File: config.mk
export PLATFORM = sky130hd
export DESIGN_NAME = calc_scoreboard
export DESIGN_NICKNAME = d
export VERILOG_FILES = /design/src/rtl/calc_sb_pkg.sv /design/src/rtl/calc_sb_port_queue.sv /design/src/rtl/calc_scoreboard.sv
export SDC_FILE = /design/constraint.sdc
export NUM_CORES = 1
export LEC_CHECK = 0
export CAP_MARGIN = 10
export CORE_UTILIZATION = 60
export CTS_BUF_LIST = sky130_fd_sc_hd__clkbuf_4
export DETAILED_ROUTE_END_ITERATION = 6
export DONT_BUFFER_PORTS = 1
export GPL_ROUTABILITY_DRIVEN = 0
export PLACE_DENSITY = 0.79
export SLEW_MARGIN = 25
export SYNTH_ARGS = -nofsm -noshare
export SYNTH_HDL_FRONTEND = slang
export SYNTH_SLANG_ARGS = --single-unit
File: constraint.sdc
create_clock -name c_clk -period 4.8 [get_ports c_clk]
set_clock_uncertainty 0.2 [all_clocks]
set_input_delay 0.96 -clock c_clk [delete_from_list [all_inputs] [get_ports c_clk]]
set_output_delay 0.96 -clock c_clk [all_outputs]
set_load 0.05 [all_outputs]
File: src/rtl/calc_sb_pkg.sv
// Shared types for the calculator scoreboard: response codes, error causes
// and the controller state.
package calc_sb_pkg;

    localparam int RSP_NONE = 0;
    localparam int RSP_SUCC = 1;
    localparam int RSP_INOF = 2;
    localparam int RSP_IERR = 3;

    typedef enum logic [2:0] {
        ERR_NONE       = 3'd0,
        ERR_MISMATCH   = 3'd1,
        ERR_UNEXPECTED = 3'd2,
        ERR_OVERFLOW   = 3'd3,
        ERR_TIMEOUT    = 3'd4
    } err_cause_e;

    typedef enum logic {
        ST_RUN    = 1'b0,
        ST_REPORT = 1'b1
    } sb_state_e;

endpackage

File: src/rtl/calc_sb_port_queue.sv
// One port's expected-response FIFO with head-age timeout and DUV compare;
// reports at most one error cause per cycle.
module calc_sb_port_queue
    import calc_sb_pkg::*;
#(
    parameter int DATA_W  = 32,
    parameter int RESP_W  = 2,
    parameter int DEPTH   = 4,
    parameter int TIMEOUT = 16
) (
    input  logic              i_clk,
    input  logic              i_rst,
    input  logic              i_flush,
    input  logic [DATA_W-1:0] i_ref_data,
    input  logic [RESP_W-1:0] i_ref_resp,
    input  logic [DATA_W-1:0] i_duv_data,
    input  logic [RESP_W-1:0] i_duv_resp,
    output err_cause_e        o_err,
    output logic              o_busy_next
);
    localparam int AW    = $clog2(DEPTH);
    localparam int AGE_W = $clog2(TIMEOUT + 1);
    localparam logic [RESP_W-1:0] L_NONE    = RESP_W'(RSP_NONE);
    localparam logic [RESP_W-1:0] L_SUCC    = RESP_W'(RSP_SUCC);
    localparam logic [AW:0]       L_DEPTH   = (AW + 1)'(DEPTH);
    localparam logic [AGE_W-1:0]  L_AGE_LIM = AGE_W'(TIMEOUT - 1);

    logic [DATA_W-1:0] r_data [DEPTH];
    logic [RESP_W-1:0] r_resp [DEPTH];
    logic [AW-1:0]     r_rd_ptr, r_wr_ptr;
    logic [AW:0]       r_count;
    logic [AGE_W-1:0]  r_age;

    logic              w_push, w_pop, w_empty, w_full, w_bypass;
    logic              w_timeout, w_deq, w_store, w_match;
    logic [AW-1:0]     w_rd_base, w_wr_base;
    logic [AW:0]       w_count_next;
    logic [DATA_W-1:0] w_exp_data;
    logic [RESP_W-1:0] w_exp_resp;

    // A flush makes the queue look empty this cycle, so inputs sampled
    // alongside it are handled as the first traffic of the new test.
    always_comb begin
        w_push     = (i_ref_resp != L_NONE);
        w_pop      = (i_duv_resp != L_NONE);
        w_empty    = i_flush || (r_count == '0);
        w_full     = !i_flush && (r_count == L_DEPTH);
        w_rd_base  = i_flush ? '0 : r_rd_ptr;
        w_wr_base  = i_flush ? '0 : r_wr_ptr;
        w_bypass   = w_pop && w_empty && w_push;
        w_timeout  = !w_empty && !w_pop && (r_age == L_AGE_LIM);
        w_deq      = (!w_empty && w_pop) || w_timeout;
        w_store    = w_push && !w_bypass && (!w_full || w_deq);
        w_exp_data = w_bypass ? i_ref_data : r_data[w_rd_base];
        w_exp_resp = w_bypass ? i_ref_resp : r_resp[w_rd_base];
        w_match    = (w_exp_resp == i_duv_resp) &&
                     ((w_exp_resp != L_SUCC) || (w_exp_data == i_duv_data));

        o_err = ERR_NONE;
        if (w_pop && w_empty && !w_push)
            o_err = ERR_UNEXPECTED;
        else if (w_pop && !w_match)
            o_err = ERR_MISMATCH;
        else if (w_timeout)
            o_err = ERR_TIMEOUT;
        else if (w_push && !w_bypass && !w_store)
            o_err = ERR_OVERFLOW;

        w_count_next = (w_empty ? '0 : r_count) + (AW + 1)'(w_store) - (AW + 1)'(w_deq);
        o_busy_next  = (w_count_next != '0);
    end

    always_ff @(posedge i_clk or posedge i_rst) begin
        if (i_rst) begin
            r_rd_ptr <= '0;
            r_wr_ptr <= '0;
            r_count  <= '0;
            r_age    <= '0;
        end else begin
            r_rd_ptr <= w_deq   ? w_rd_base + 1'b1 : w_rd_base;
            r_wr_ptr <= w_store ? w_wr_base + 1'b1 : w_wr_base;
            r_count  <= w_count_next;
            if (w_count_next == '0 || w_deq || (w_store && w_empty))
                r_age <= '0;
            else
                r_age <= r_age + 1'b1;
        end
    end

    always_ff @(posedge i_clk) begin
        if (w_store) begin
            r_data[w_wr_base] <= i_ref_data;
            r_resp[w_wr_base] <= i_ref_resp;
        end
    end

endmodule

File: src/rtl/calc_scoreboard.sv
// Multi-port calculator scoreboard: per-port queues plus a RUN/REPORT
// controller that closes a test on every test_change edge.
module calc_scoreboard
    import calc_sb_pkg::*;
#(
    parameter int NUM_PORTS = 4,
    parameter int DATA_W    = 32,
    parameter int RESP_W    = 2,
    parameter int DEPTH     = 4,
    parameter int TIMEOUT   = 16,
    parameter int CNT_W     = 8
) (
    input  logic                        c_clk,
    input  logic                        reset,
    input  logic [NUM_PORTS*DATA_W-1:0] ref_out_data,
    input  logic [NUM_PORTS*RESP_W-1:0] ref_out_resp,
    input  logic [NUM_PORTS*DATA_W-1:0] duv_out_data,
    input  logic [NUM_PORTS*RESP_W-1:0] duv_out_resp,
    input  logic                        test_change,
    output logic                        test_done,
    output logic                        test_pass,
    output logic [NUM_PORTS-1:0]        err_port,
    output logic [CNT_W-1:0]            mismatch_cnt,
    output logic                        busy,
    output sb_state_e                   dbg_state
);
    localparam logic [CNT_W:0] L_CNT_MAX = {1'b0, {CNT_W{1'b1}}};

    sb_state_e            r_state;
    logic                 r_tc;
    err_cause_e           w_cause [NUM_PORTS];
    logic [NUM_PORTS-1:0] w_err, w_busy_next;
    logic                 w_flush, w_edge;
    logic [CNT_W:0]       w_sum;
    logic [CNT_W-1:0]     w_cnt_next;

    for (genvar p = 0; p < NUM_PORTS; p++) begin : g_port
        calc_sb_port_queue #(
            .DATA_W  (DATA_W),
            .RESP_W  (RESP_W),
            .DEPTH   (DEPTH),
            .TIMEOUT (TIMEOUT)
        ) u_queue (
            .i_clk       (c_clk),
            .i_rst       (reset),
            .i_flush     (w_flush),
            .i_ref_data  (ref_out_data[p*DATA_W +: DATA_W]),
            .i_ref_resp  (ref_out_resp[p*RESP_W +: RESP_W]),
            .i_duv_data  (duv_out_data[p*DATA_W +: DATA_W]),
            .i_duv_resp  (duv_out_resp[p*RESP_W +: RESP_W]),
            .o_err       (w_cause[p]),
            .o_busy_next (w_busy_next[p])
        );
        assign w_err[p] = (w_cause[p] != ERR_NONE);
    end

    assign dbg_state = r_state;

    always_comb begin
        w_flush    = (r_state == ST_REPORT);
        w_edge     = (test_change != r_tc);
        w_sum      = (w_flush ? '0 : {1'b0, mismatch_cnt}) + (CNT_W + 1)'($countones(w_err));
        w_cnt_next = (w_sum > L_CNT_MAX) ? L_CNT_MAX[CNT_W-1:0] : w_sum[CNT_W-1:0];
    end

    // r_tc is frozen in REPORT so an edge arriving there is seen again in RUN.
    always_ff @(posedge c_clk or posedge reset) begin
        if (reset) begin
            r_state      <= ST_RUN;
            r_tc         <= 1'b0;
            test_done    <= 1'b0;
            test_pass    <= 1'b0;
            err_port     <= '0;
            mismatch_cnt <= '0;
            busy         <= 1'b0;
        end else begin
            err_port     <= (w_flush ? '0 : err_port) | w_err;
            mismatch_cnt <= w_cnt_next;
            busy         <= |w_busy_next;
            test_done    <= 1'b0;
            test_pass    <= 1'b0;
            case (r_state)
                ST_RUN: begin
                    r_tc <= test_change;
                    if (w_edge) begin
                        r_state   <= ST_REPORT;
                        test_done <= 1'b1;
                        test_pass <= (w_cnt_next == '0) && !(|w_busy_next);
                    end
                end
                default: r_state <= ST_RUN;
            endcase
        end
    end

endmodule

* Word level (Yosys, flattened, before mapping) *
Memory sizes are Yosys's and may differ from the RTL's.
Cells that the tools add are included.

word-level totals
  register bits = 64
  memory bits (writable) = 544
  input bits = 275
  output and inout bits = 16
  logic and storage cells = 273
  memories kept = 8

operators by class
  add/sub/neg operators = 24
  magnitude comparators = 1
  equal/unequal tests = 21
  mux-type cells = 63
  bitwise operators = 1
  reduce and logical (&&, ||, !) cells = 133

memory list
  memory                    words  bits a word  rd ports  clocked after memory_dff  write ports  RTL line                  RTL
  g_port[0].u_queue.r_data  4      32           1         0                         1            calc_sb_port_queue.sv:28  logic [DATA_W-1:0] r_data [DEPTH];
  g_port[1].u_queue.r_data  4      32           1         0                         1            calc_sb_port_queue.sv:28
  g_port[2].u_queue.r_data  4      32           1         0                         1            calc_sb_port_queue.sv:28
  g_port[3].u_queue.r_data  4      32           1         0                         1            calc_sb_port_queue.sv:28
  g_port[0].u_queue.r_resp  4      2            1         0                         1            calc_sb_port_queue.sv:29  logic [RESP_W-1:0] r_resp [DEPTH];
  g_port[1].u_queue.r_resp  4      2            1         0                         1            calc_sb_port_queue.sv:29
  2 more memories           n/a    n/a          n/a       n/a                       n/a          n/a

operators by type and width
  operator                                                                  count
  32-bit == test                                                            4
  32-bit two-way mux                                                        4
  1-bit logical AND                                                         53
  2-bit two-way mux                                                         24
  3-bit two-way mux                                                         16
  1-bit zero test                                                           30
  3-bit zero test                                                           8
  1-bit logical OR                                                          24
  3-bit nonzero test                                                        8
  5-bit by 1-bit adder with 5-bit output (second input constant)            4
  5-bit by 4-bit == test with 1-bit output (second input constant)          4
  5-bit two-way mux                                                         4
  2-bit by 1-bit adder with 2-bit output (second input constant)            8
  8-bit two-way mux                                                         2
  2-bit nonzero test                                                        8
  3-bit by 1-bit adder with 3-bit output                                    4
  3-bit == test (second input constant)                                     4
  1-bit two-way mux                                                         12
  3-bit by 1-bit subtractor with 3-bit output                               4
  8-bit by 3-bit adder with 9-bit output                                    1
  9-bit by 8-bit > comparator with 1-bit output (second input constant)     1
  2-bit == test                                                             4
  8-bit zero test                                                           1
  2-bit by 1-bit inequality test with 1-bit output (second input constant)  4
  other kinds (6)                                                           7

* Longest topological paths before layout *
Gate-level depths: netlist (run 1).

  depth after elaboration = 24
  gate-level depth with buffers = 23
  depth with buffers taken out = 20

* By module *
A second synthesis (run 1) with hierarchy kept.

unflattened totals
  cell total of the unflattened synthesis = 2159
  area, all modules = 28114.5 µm²

modules (own cells, without submodules)
  module              instances  cells an instance  area an instance (µm²)  sequential area each (µm²)
  calc_sb_port_queue  4          520                6810.3                  4384.2
  calc_scoreboard     1          79                 873.3                   400.4

* Worst setup path after synthesis (run 1) *
Ideal clock, no wire load.

  path kind = in2reg
  start point = in duv_out_data[17]
  end point = reg test_pass
  setup time = 101 ps
  arrival = 4753 ps
  data required time = 4499 ps
  setup slack = -254 ps
  cell stages on the path = 20
  path buffers = 1
  cell sequence = clkbuf_1 xor2_1 a22oi_2 o31ai_1 a2111o_1 nor4_1 nand4_1 a221oi_2 nor2_1 fa_1 inv_1 fa_1 inv_1 fa_1 nand2_1 nor2_1 and4_1 nand2_1 o21ai_0 nor4_1

between the ends
  word-level cells in the longest chain between the ends = 17

ends and longest elaborated chain
  item                                           RTL line                  RTL
  from (decl)                                    calc_scoreboard.sv:17     input logic [NUM_PORTS*DATA_W-1:0] duv_out_data,
  32-bit == test *                               calc_sb_port_queue.sv:57  ((w_exp_resp != L_SUCC) || (w_exp_data == i_duv_data));
  1-bit logical OR *                             calc_sb_port_queue.sv:57
  1-bit logical AND *                            calc_sb_port_queue.sv:56  w_match = (w_exp_resp == i_duv_resp) &&
  1-bit zero test *                              calc_sb_port_queue.sv:62  else if (w_pop && !w_match)
  1-bit logical AND *                            calc_sb_port_queue.sv:62
  3-bit two-way mux *                            calc_sb_port_queue.sv:62
  3-bit two-way mux *                            calc_sb_port_queue.sv:60  if (w_pop && w_empty && !w_push)
  3-bit nonzero test *                           calc_scoreboard.sv:54     assign w_err[p] = (w_cause[p] != ERR_NONE);
  [2 not listed]                                 n/a
  8-bit by 3-bit adder with 9-bit output *       calc_scoreboard.sv:62     w_sum = (w_flush ? '0 : {1'b0, mismatch_cnt}) + (CNT_W + 1)'($countones(w_err));
  9-bit by 8-bit > comparator with 1-bit output  calc_scoreboard.sv:63     w_cnt_next = (w_sum > L_CNT_MAX) ? L_CNT_MAX[CNT_W-1:0] : w_sum[CNT_W-1:0];
  8-bit two-way mux *                            calc_scoreboard.sv:63
  net w_cnt_next[4]                              calc_scoreboard.sv:35     logic [CNT_W-1:0] w_cnt_next;
  8-bit zero test *                              calc_scoreboard.sv:88     test_pass <= (w_cnt_next == '0) && !(|w_busy_next);
  1-bit logical AND *                            calc_scoreboard.sv:88
  1-bit two-way mux *                            calc_scoreboard.sv:85     if (w_edge) begin
  1-bit two-way mux *                            calc_scoreboard.sv:82     case (r_state)
  to (signal assigned)                           calc_scoreboard.sv:88
  to (decl)                                      calc_scoreboard.sv:21     output logic test_pass,

Mark *: on every way through the listed nets, which the timed path passes. The rest lies on a longest branch.
A chain may end at the register's enable or synchronous reset.

* Worst setup path after layout (run 1) *
  start point = reg r_state, in the netlist dbg_state
  end point = reg test_pass

between the ends
  word-level cells in the longest chain between the ends = 23
  elaborated cells on any way between the ends = 166
  those cells by class = add/sub (12); order compare (1); eq/ne (12); mux (36); reduce/logical (97); memory (8)

ends and longest elaborated chain
  item                                                                        RTL line               RTL
  from (decl)                                                                 calc_scoreboard.sv:29  sb_state_e r_state;
  from (signal assigned)                                                      calc_scoreboard.sv:69  r_state <= ST_RUN;
  from (signal assigned)                                                      calc_scoreboard.sv:86  r_state <= ST_REPORT;
  from (signal assigned)                                                      calc_scoreboard.sv:91  default: r_state <= ST_RUN;
  parallel branches: the longest is 22 deep, another holds memory 4 x 32 bit  n/a
  1-bit two-way mux *                                                         calc_scoreboard.sv:82

Mark *: on every way between the ends.

==> flow_summary.toml, run 1 <==
[critical_path]
r2r_start = "dbg_state$_DFF_PP0_"
crit_slowest_cell = "fa_1"
path_class = "reg -> reg"
critPathMaxStageDelay_ps = 530
crit_required_ps = 5470
cp.depth = 19
reg2reg_slack_ps = -370
worstRegToRegCells = 19
cp_top_family = "simple AND/OR/NAND/NOR gates"
path_cells = "buf_6 -> o21bai_1 -> a221oi_1 -> xor2_1 -> nand4_1 -> nor4_1 -> nand4_1 -> a221oi_4 -> nor2_2 -> fa_1 -> inv_2 -> fa_2 -> inv_2 -> fa_2 -> nand2_2 -> nor2_4 -> and4_4 -> o211ai_1 -> nor4_2"
critPathLaunch = "dbg_state$_DFF_PP0_"
start_kind = "flip-flop"
critPathBufInv = 3
worstPathArrival_ps = 5840
crit_path_end = "test_pass$_DFF_PP0_"
cp_max_fo = 18
crit_path_end_kind = "flip-flop"
r2r-end = "test_pass$_DFF_PP0_"

[die]
dieHeight_um = 219.1
rows = 79
core_area_um2 = 46560
initial_core_util_pct = 60.72
die_area_um2 = 47990
num_io_pins = 291
die_w_um = 219.1

[cells_and_area]
layout-drive-gt1-share_pct = 19.36
fill_cells = 2959
fin_util_pct = 72.84
finalNetCount = 2847
area_delta_synth_final_pct = 19.96

[route]
vias = 20470
avgViaCountPerCell = 6.296
ant_nets = 0
route.detailed.drc = 1
drt-initial-drc-count = 2088
wire_per_inst_um = 23.54
drtPass1Iterations = 7
wl_mm = 76.56

[clock_tree]
root_buffer = "clkbuf_4"
cts_buffer_depth = 3
cts.clk_slew.worst_paths_ps = 70
cts_sinks = 608
cts_tree = "done"
htree_levels = 4
worstSkewPairLatency_ps = 1020
cts_buffers = 155

[yosys]
async_flop_share_pct = 10.53
synthAdderAreaFrac_pct = 1.956
synthCells = 2170
synth-main-ff-cell = "edfxtp_1"
synth_xor_xnor_area_share_pct = 6.940
synth_top_family_by_area = "simple AND/OR/NAND/NOR gates"
synth_mux_area_share_pct = 1.540
synthSimpleGateAreaFrac_pct = 12.86
synth-seq-cells = 608
avgSynthCellArea_um2 = 13.03
yosysWarnings = 0
synth_nets = 2485
synth_edf_count = 544
synth-compound-area-share_pct = 10.64
synth_sequential_area_ratio_pct = 63.45
yosysUniqueCellTypes = 75
netlist_area_um2 = 28270

[power_and_ir_drop]
ir_drop_v = 0.0003599
p_leak_nw = 12.16
power_density_nw_per_um2 = 616.9

[sta]
holdWs_ps = 143.4
period_needed_ps = 5165
final.period_utilization_pct = 107.6
tightest_slew_ps = 936.1
slew_headroom_pct = 37.59
finalHoldViolCount = 0
max_freq_mhz = 193.6
finalMaxSlewViolations = 0
setup_tns_ps = -2453
worst_slack_ps = -365.1
finalSetupViolCount = 9
rsz0062_at_grt = "true"

[outcome]
status = "finished with violations"
failed_checks = "DRC, setup timing"

[global_route]
grt_max_degree = 59
grt_overflow = 0
grt_pass1_wl_mm = 113.7
grt_pass1_vias = 20800
grt_usage_pct = 31.45
antenna_found_initial = 2

[placed_design]
portBuffers = 0
dp_hpwl_mm = 47.15

[hold_path]
min_path_type = "in -> reg"

[run]
cap_violations = 0
## layout by cell type, fill, tap and decap left out, types with 56 or more instances in the layout
cell type | synthesis | final
edfxtp_1 | 544 | 544
clkbuf_4 | 0 | 218
nand2_1 | 163 | 161
buf_4 | 10 | 143
dlygate4sd3_1 | 0 | 138
xnor2_1 | 122 | 121
a211oi_1 | 148 | 117
nor2b_1 | 122 | 115
xor2_1 | 102 | 101
nor2_1 | 76 | 72
o21ai_0 | 72 | 66
dfrtp_1 | 64 | 58
inv_1 | 59 | 56
## tightest hold or removal path, stage by stage
cell and delay [ps]:
a221oi_1 90, a21boi_0 130, o211ai_1 80
## how the worst min path moves through the flow
| stage | from | endpoint | slack, ps | cells after the start |
|---|---|---|---|---|
| 2_1_floorplan | g_port[1].u_queue.r_age[0]$_DFF_PP0_ | g_port[1].u_queue.r_age[0]$_DFF_PP0_ | 230 | 1 |
| 3_3_place_gp | g_port[2].u_queue.r_age[0]$_DFF_PP0_ | g_port[2].u_queue.r_age[0]$_DFF_PP0_ | 240 | 1 |
| 3_5_place_dp | g_port[2].u_queue.r_age[0]$_DFF_PP0_ | g_port[2].u_queue.r_age[0]$_DFF_PP0_ | 250 | 1 |
| 4_1_cts | duv_out_resp[1] | err_port[0]$_DFF_PP0_ | 50 | 3 |
| 5_1_grt | duv_out_resp[1] | err_port[0]$_DFF_PP0_ | 120 | 3 |
| 6_report | duv_out_resp[4] | err_port[2]$_DFF_PP0_ | 140 | 3 |
## sequential cells by signal, summed over array words and instances (netlist names)
register and count:
g_port.u_queue.r_rd_ptr 8, g_port.u_queue.r_data 512, r_tc 1, test_pass 1, mismatch_cnt 8, g_port.u_queue.r_age 20, dbg_state 1, g_port.u_queue.r_resp 32
err_port 4, busy 1, g_port.u_queue.r_wr_ptr 8, g_port.u_queue.r_count 12
## cell families (layout without fill, tap and decap cells)
family	after synthesis	in the layout
other	0	6
buffers and inverters	169	638
AO/OA/AOI/OAI	426	426
XOR/XNOR	224	224
multiplexers	43	43
AND/OR/NAND/NOR	660	660
flip-flops	608	608
adder cells (fa/ha/maj)	40	40
## power breakdown
group | leakage [nW] | internal, mW | switching [mW] | total (mW)
Combinational | 5.23 | 3.50 | 5.21 | 8.71
Clock | 1.14 | 2.24 | 2.11 | 4.35
Sequential | 5.79 | 7.27 | 0.585 | 7.86
## metal layers
metal	vias to the layer above	wire [um]	global-route usage (%)
met3	220	7473	9.161
met5	-	14	0
met1	10000	29200	38.83
met2	1194	37450	51.60
li1	9056	-	-
met4	2	2423	13.54
## timing repair
item / 4_1_cts / 5_1_grt
pin swaps: 26 / 33
endpoints found under the setup margin: 9 / 9
buffers inserted: 11 / 6
gates resized for setup: 57 / 49
hold buffers: 138 / 0
endpoints found under the hold margin: 575 / 0
cloned: 0 / 1
## final cells by class
class | instances | area (um2) | share of cell area, %
Clock inverter | 46 | 257.7 | 0.7601
Timing Repair Buffer | 313 | 2973 | 8.767
Tap cell | 607 | 759.5 | 2.240
Sequential cell | 608 | 17950 | 52.92
Clock buffer | 218 | 1637 | 4.826
Inverter | 61 | 229.0 | 0.6752
Multi-Input combinational cell | 1393 | 10090 | 29.76
Antenna cell | 6 | 15.01 | 0.04428
## cells in the mapped netlist (11+ instances only)
cell	instances	area share, %
o22ai_1	11	0.24
ha_1	33	1.5
o21ai_0	72	1.3
nand2_1	163	2.2
a21oi_1	26	0.46
and3_1	12	0.27
mux2i_1	39	1.4
nor3_1	29	0.51
nor2_1	76	1.0
and2_1	17	0.38
a211oi_1	148	3.9
buf_2	39	0.69
nand4_1	51	1.1
clkbuf_1	49	0.65
dfrtp_1	64	5.7
xnor2_1	122	3.8
inv_1	59	0.78
a31oi_1	55	1.2
a22oi_1	11	0.29
nor4_1	34	0.75
nand3_1	24	0.42
and3b_1	51	1.6
or3_1	48	1.1
xor2_1	102	3.2
nor2b_1	122	2.7
edfxtp_1	544	58
## through the flow
| stage | instance area, um2 | setup WS [ps] | instances | power, mW |
|---|---|---|---|---|
| after floorplan | 28300 | 12.87 | 2170 | 13.04 |
| after global placement | 29940 | -742.9 | 2826 | 15.48 |
| after detailed placement | 29940 | -836.1 | 2826 | 15.79 |
| after CTS | 33590 | -246.8 | 3239 | 20.49 |
| after global routing | 33900 | -527.9 | 3248 | 22.04 |
| final | 33910 | -365.1 | 3252 | 20.92 |
No activity file was read; power rests on OpenSTA's default activity.
==> inputs of run 2 (changes only) <==
--- a/config.mk
+++ b/config.mk
@@ -12,6 +12,7 @@
 export DONT_BUFFER_PORTS = 1
 export GPL_ROUTABILITY_DRIVEN = 0
 export PLACE_DENSITY = 0.79
+export REMOVE_ABC_BUFFERS = 1
 export SLEW_MARGIN = 25
 export SYNTH_ARGS = -nofsm -noshare
 export SYNTH_HDL_FRONTEND = slang
==> run 2 against run 1 <==
Global-route usage down 0.66 points. Core utilization increased by 0.38 points. Sequential power about the same. Flip-flop and latch count stayed put. Final cell count increased by 1.0%. Clock-buffer cell count is 3 lower. The flow finishes with violations (setup timing). Clock power increased by 5.5%. Critical path depth grew 3. Wire length down 3.4%. Largest power group unchanged. Hold slack lost 11 ps. Setup slack worse by 22 ps. Register-to-register slack got worse by 20 ps.
==> flow_summary.toml, run 2 (synthesis gave the netlist of run 1 again) <==
[sta]
finalSetupViolCount = 9
slew_headroom_pct = 45.40
finalHoldViolCount = 0
worst_slack_ps = -387.4
max_freq_mhz = 192.8
final.period_utilization_pct = 108.1
finalMaxSlewViolations = 0
setup_tns_ps = -2539
rsz0062_at_grt = "true"
tightest_slew_ps = 819.1
period_needed_ps = 5187

[critical_path]
path_class = "reg -> reg"
r2r-end = "test_pass$_DFF_PP0_"
crit_path_end_kind = "flip-flop"
cp_max_fo = 8
worstRegToRegCells = 22
r2r_start = "dbg_state$_DFF_PP0_"
reg2reg_slack_ps = -390
crit_required_ps = 5460
worstPathArrival_ps = 5850
start_kind = "flip-flop"

[power_and_ir_drop]
power_frac_comb_pct = 41.2
p_switching_mw = 7.812
switching_share_pct = 36.95
ir_drop_v = 0.0003941
p_clk_share_pct = 21.7
seqPwrFrac_pct = 37.1
power_density_nw_per_um2 = 620.2
internal_power_mw = 13.33
p_leak_nw = 12.32

[die]
core_area_um2 = 46560
rows = 79
num_io_pins = 291
die_area_um2 = 47990
die_w_um = 219.1
initial_core_util_pct = 60.72
dieHeight_um = 219.1

[clock_tree]
htree_levels = 4
cts_tree = "done"
cts_sinks = 608
root_buffer = "clkbuf_4"
cts.clk_slew.worst_paths_ps = 70
worstSkewPairLatency_ps = 1000
cts_buffer_depth = 3
cts_buffers = 156

[outcome]
status = "finished with violations"
failed_checks = "setup timing"

[cells_and_area]
fin_util_pct = 73.22
largest_registers = "g_port.u_queue.r_data: 512 flops, g_port.u_queue.r_resp: 32 flops, g_port.u_queue.r_age: 20 flops"
fill_cells = 2917
area_delta_synth_final_pct = 20.59
final_cell_area_um2 = 34090
largest_reg_flops = 512
top_register = "g_port.u_queue.r_data"
stdcell_count = 3286
layout_commonest_cell = "edfxtp_1"
final_cell_mix = "edfxtp_1 (544), clkbuf_4 (215), buf_4 (166), nand2_1 (159), a211oi_1 (141)"
finalNetCount = 2870
layout-drive-gt1-share_pct = 19.08

[global_route]
grt_usage_pct = 30.80
grt_pass1_vias = 20800
grt_overflow = 0
grt_max_degree = 51
grt_pass1_wl_mm = 111.5
antenna_found_initial = 2

[placed_design]
dp.cells = 2849
dp_hpwl_mm = 45.60
portBuffers = 0
dp_slack_ps = -716.8
post_dp_cell_area_um2 = 30070

[route]
drtPass1Iterations = 5
vias = 20310
route.detailed.drc = 0
ant_nets = 0
wl_mm = 73.98
avgViaCountPerCell = 6.180
drt-initial-drc-count = 1985
wire_per_inst_um = 22.51

[hold_path]
min_path_cells = 3
min_path_type = "in -> reg"
hold_path_end = "err_port[2]$_DFF_PP0_"
min_from = "duv_out_resp[4]"

[run]
cap_violations = 0
-- run 2: cell count changes in the layout (fill, tap and decap cells not counted), sizes merged --
cell and delta:
buf +22, clkinv +17, diode -5, bufinv +4, clkbuf -4, inv -3, clkinvlp +2, nor2b +1
-- run 2: critical path: stages, from the launching register on --
cell	delay, ps
dfrtp_4	520
buf_12	160
o21ba_4	330
buf_4	160
o22ai_1	70
nor2_1	140
xnor2_1	140
nand3_1	220
or4_4	580
a221oi_4	310
buf_6	150
nor2_4	40
fa_1	560
inv_1	60
fa_2	350
inv_2	70
fa_2	220
nand2_2	80
nor2_4	120
and4_4	260
buf_6	100
o211ai_1	70
nor4_1	170
-- run 2: per-stage QoR --
stage	power (mW)	hold WS [ps]
after floorplan	12.77	232.7
after global routing	22.28	113.4
after detailed placement	15.81	252.7
after CTS	20.89	39.42
final	21.14	132.6
after global placement	15.49	244.5
-- run 2: repair_timing --
item,in CTS,in global routing
gates cloned,2,0
pin swaps,19,7
setup endpoints to repair,9,9
buffers inserted,8,8
endpoints found under the hold margin,560,0
resized for setup,62,36
hold buffers,138,0
-- run 2: per-layer routing --
metal,global-route usage [%],part of all wire (%)
met2,51.56,50
met3,9.827,9.8
met4,13.87,3.4
met1,36.25,37
met5,0,0.018
-- run 2: worst max path at each step --
stage	from	endpoint	slack, ps	cells after the start
global route	g_port[1].u_queue.r_rd_ptr[0]$_DFF_PP0_	test_pass$_DFF_PP0_	-590	21
finish	dbg_state$_DFF_PP0_	test_pass$_DFF_PP0_	-390	22
CTS	dbg_state$_DFF_PP0_	test_pass$_DFF_PP0_	-330	22
detailed placement	duv_out_data[17]	test_pass$_DFF_PP0_	-720	20
floorplan	dbg_state$_DFF_PP0_	test_pass$_DFF_PP0_	-2990	19
global placement	dbg_state$_DFF_PP0_	test_pass$_DFF_PP0_	-1020	20
-- run 2: power groups by stage --
stage                     clock (mW)  combinational (mW)  sequential (mW)
after detailed placement           0                7.89             7.92
after floorplan                    0                4.60             8.17
after CTS                       4.64                8.43             7.83
after global placement             0                7.63             7.86
after global routing            4.93                9.39             7.95
final                           4.59                8.71             7.84
-- run 2: layout make-up --
type | count | area, um2 | share of cell area, %
Clock buffer | 215 | 1614 | 4.735
Inverter | 61 | 237.7 | 0.6974
Antenna cell | 1 | 2.502 | 0.007341
Tap cell | 607 | 759.5 | 2.228
Clock inverter | 66 | 445.4 | 1.307
Multi-Input combinational cell | 1394 | 9947 | 29.18
Timing Repair Buffer | 334 | 3136 | 9.198
Sequential cell | 608 | 17950 | 52.65
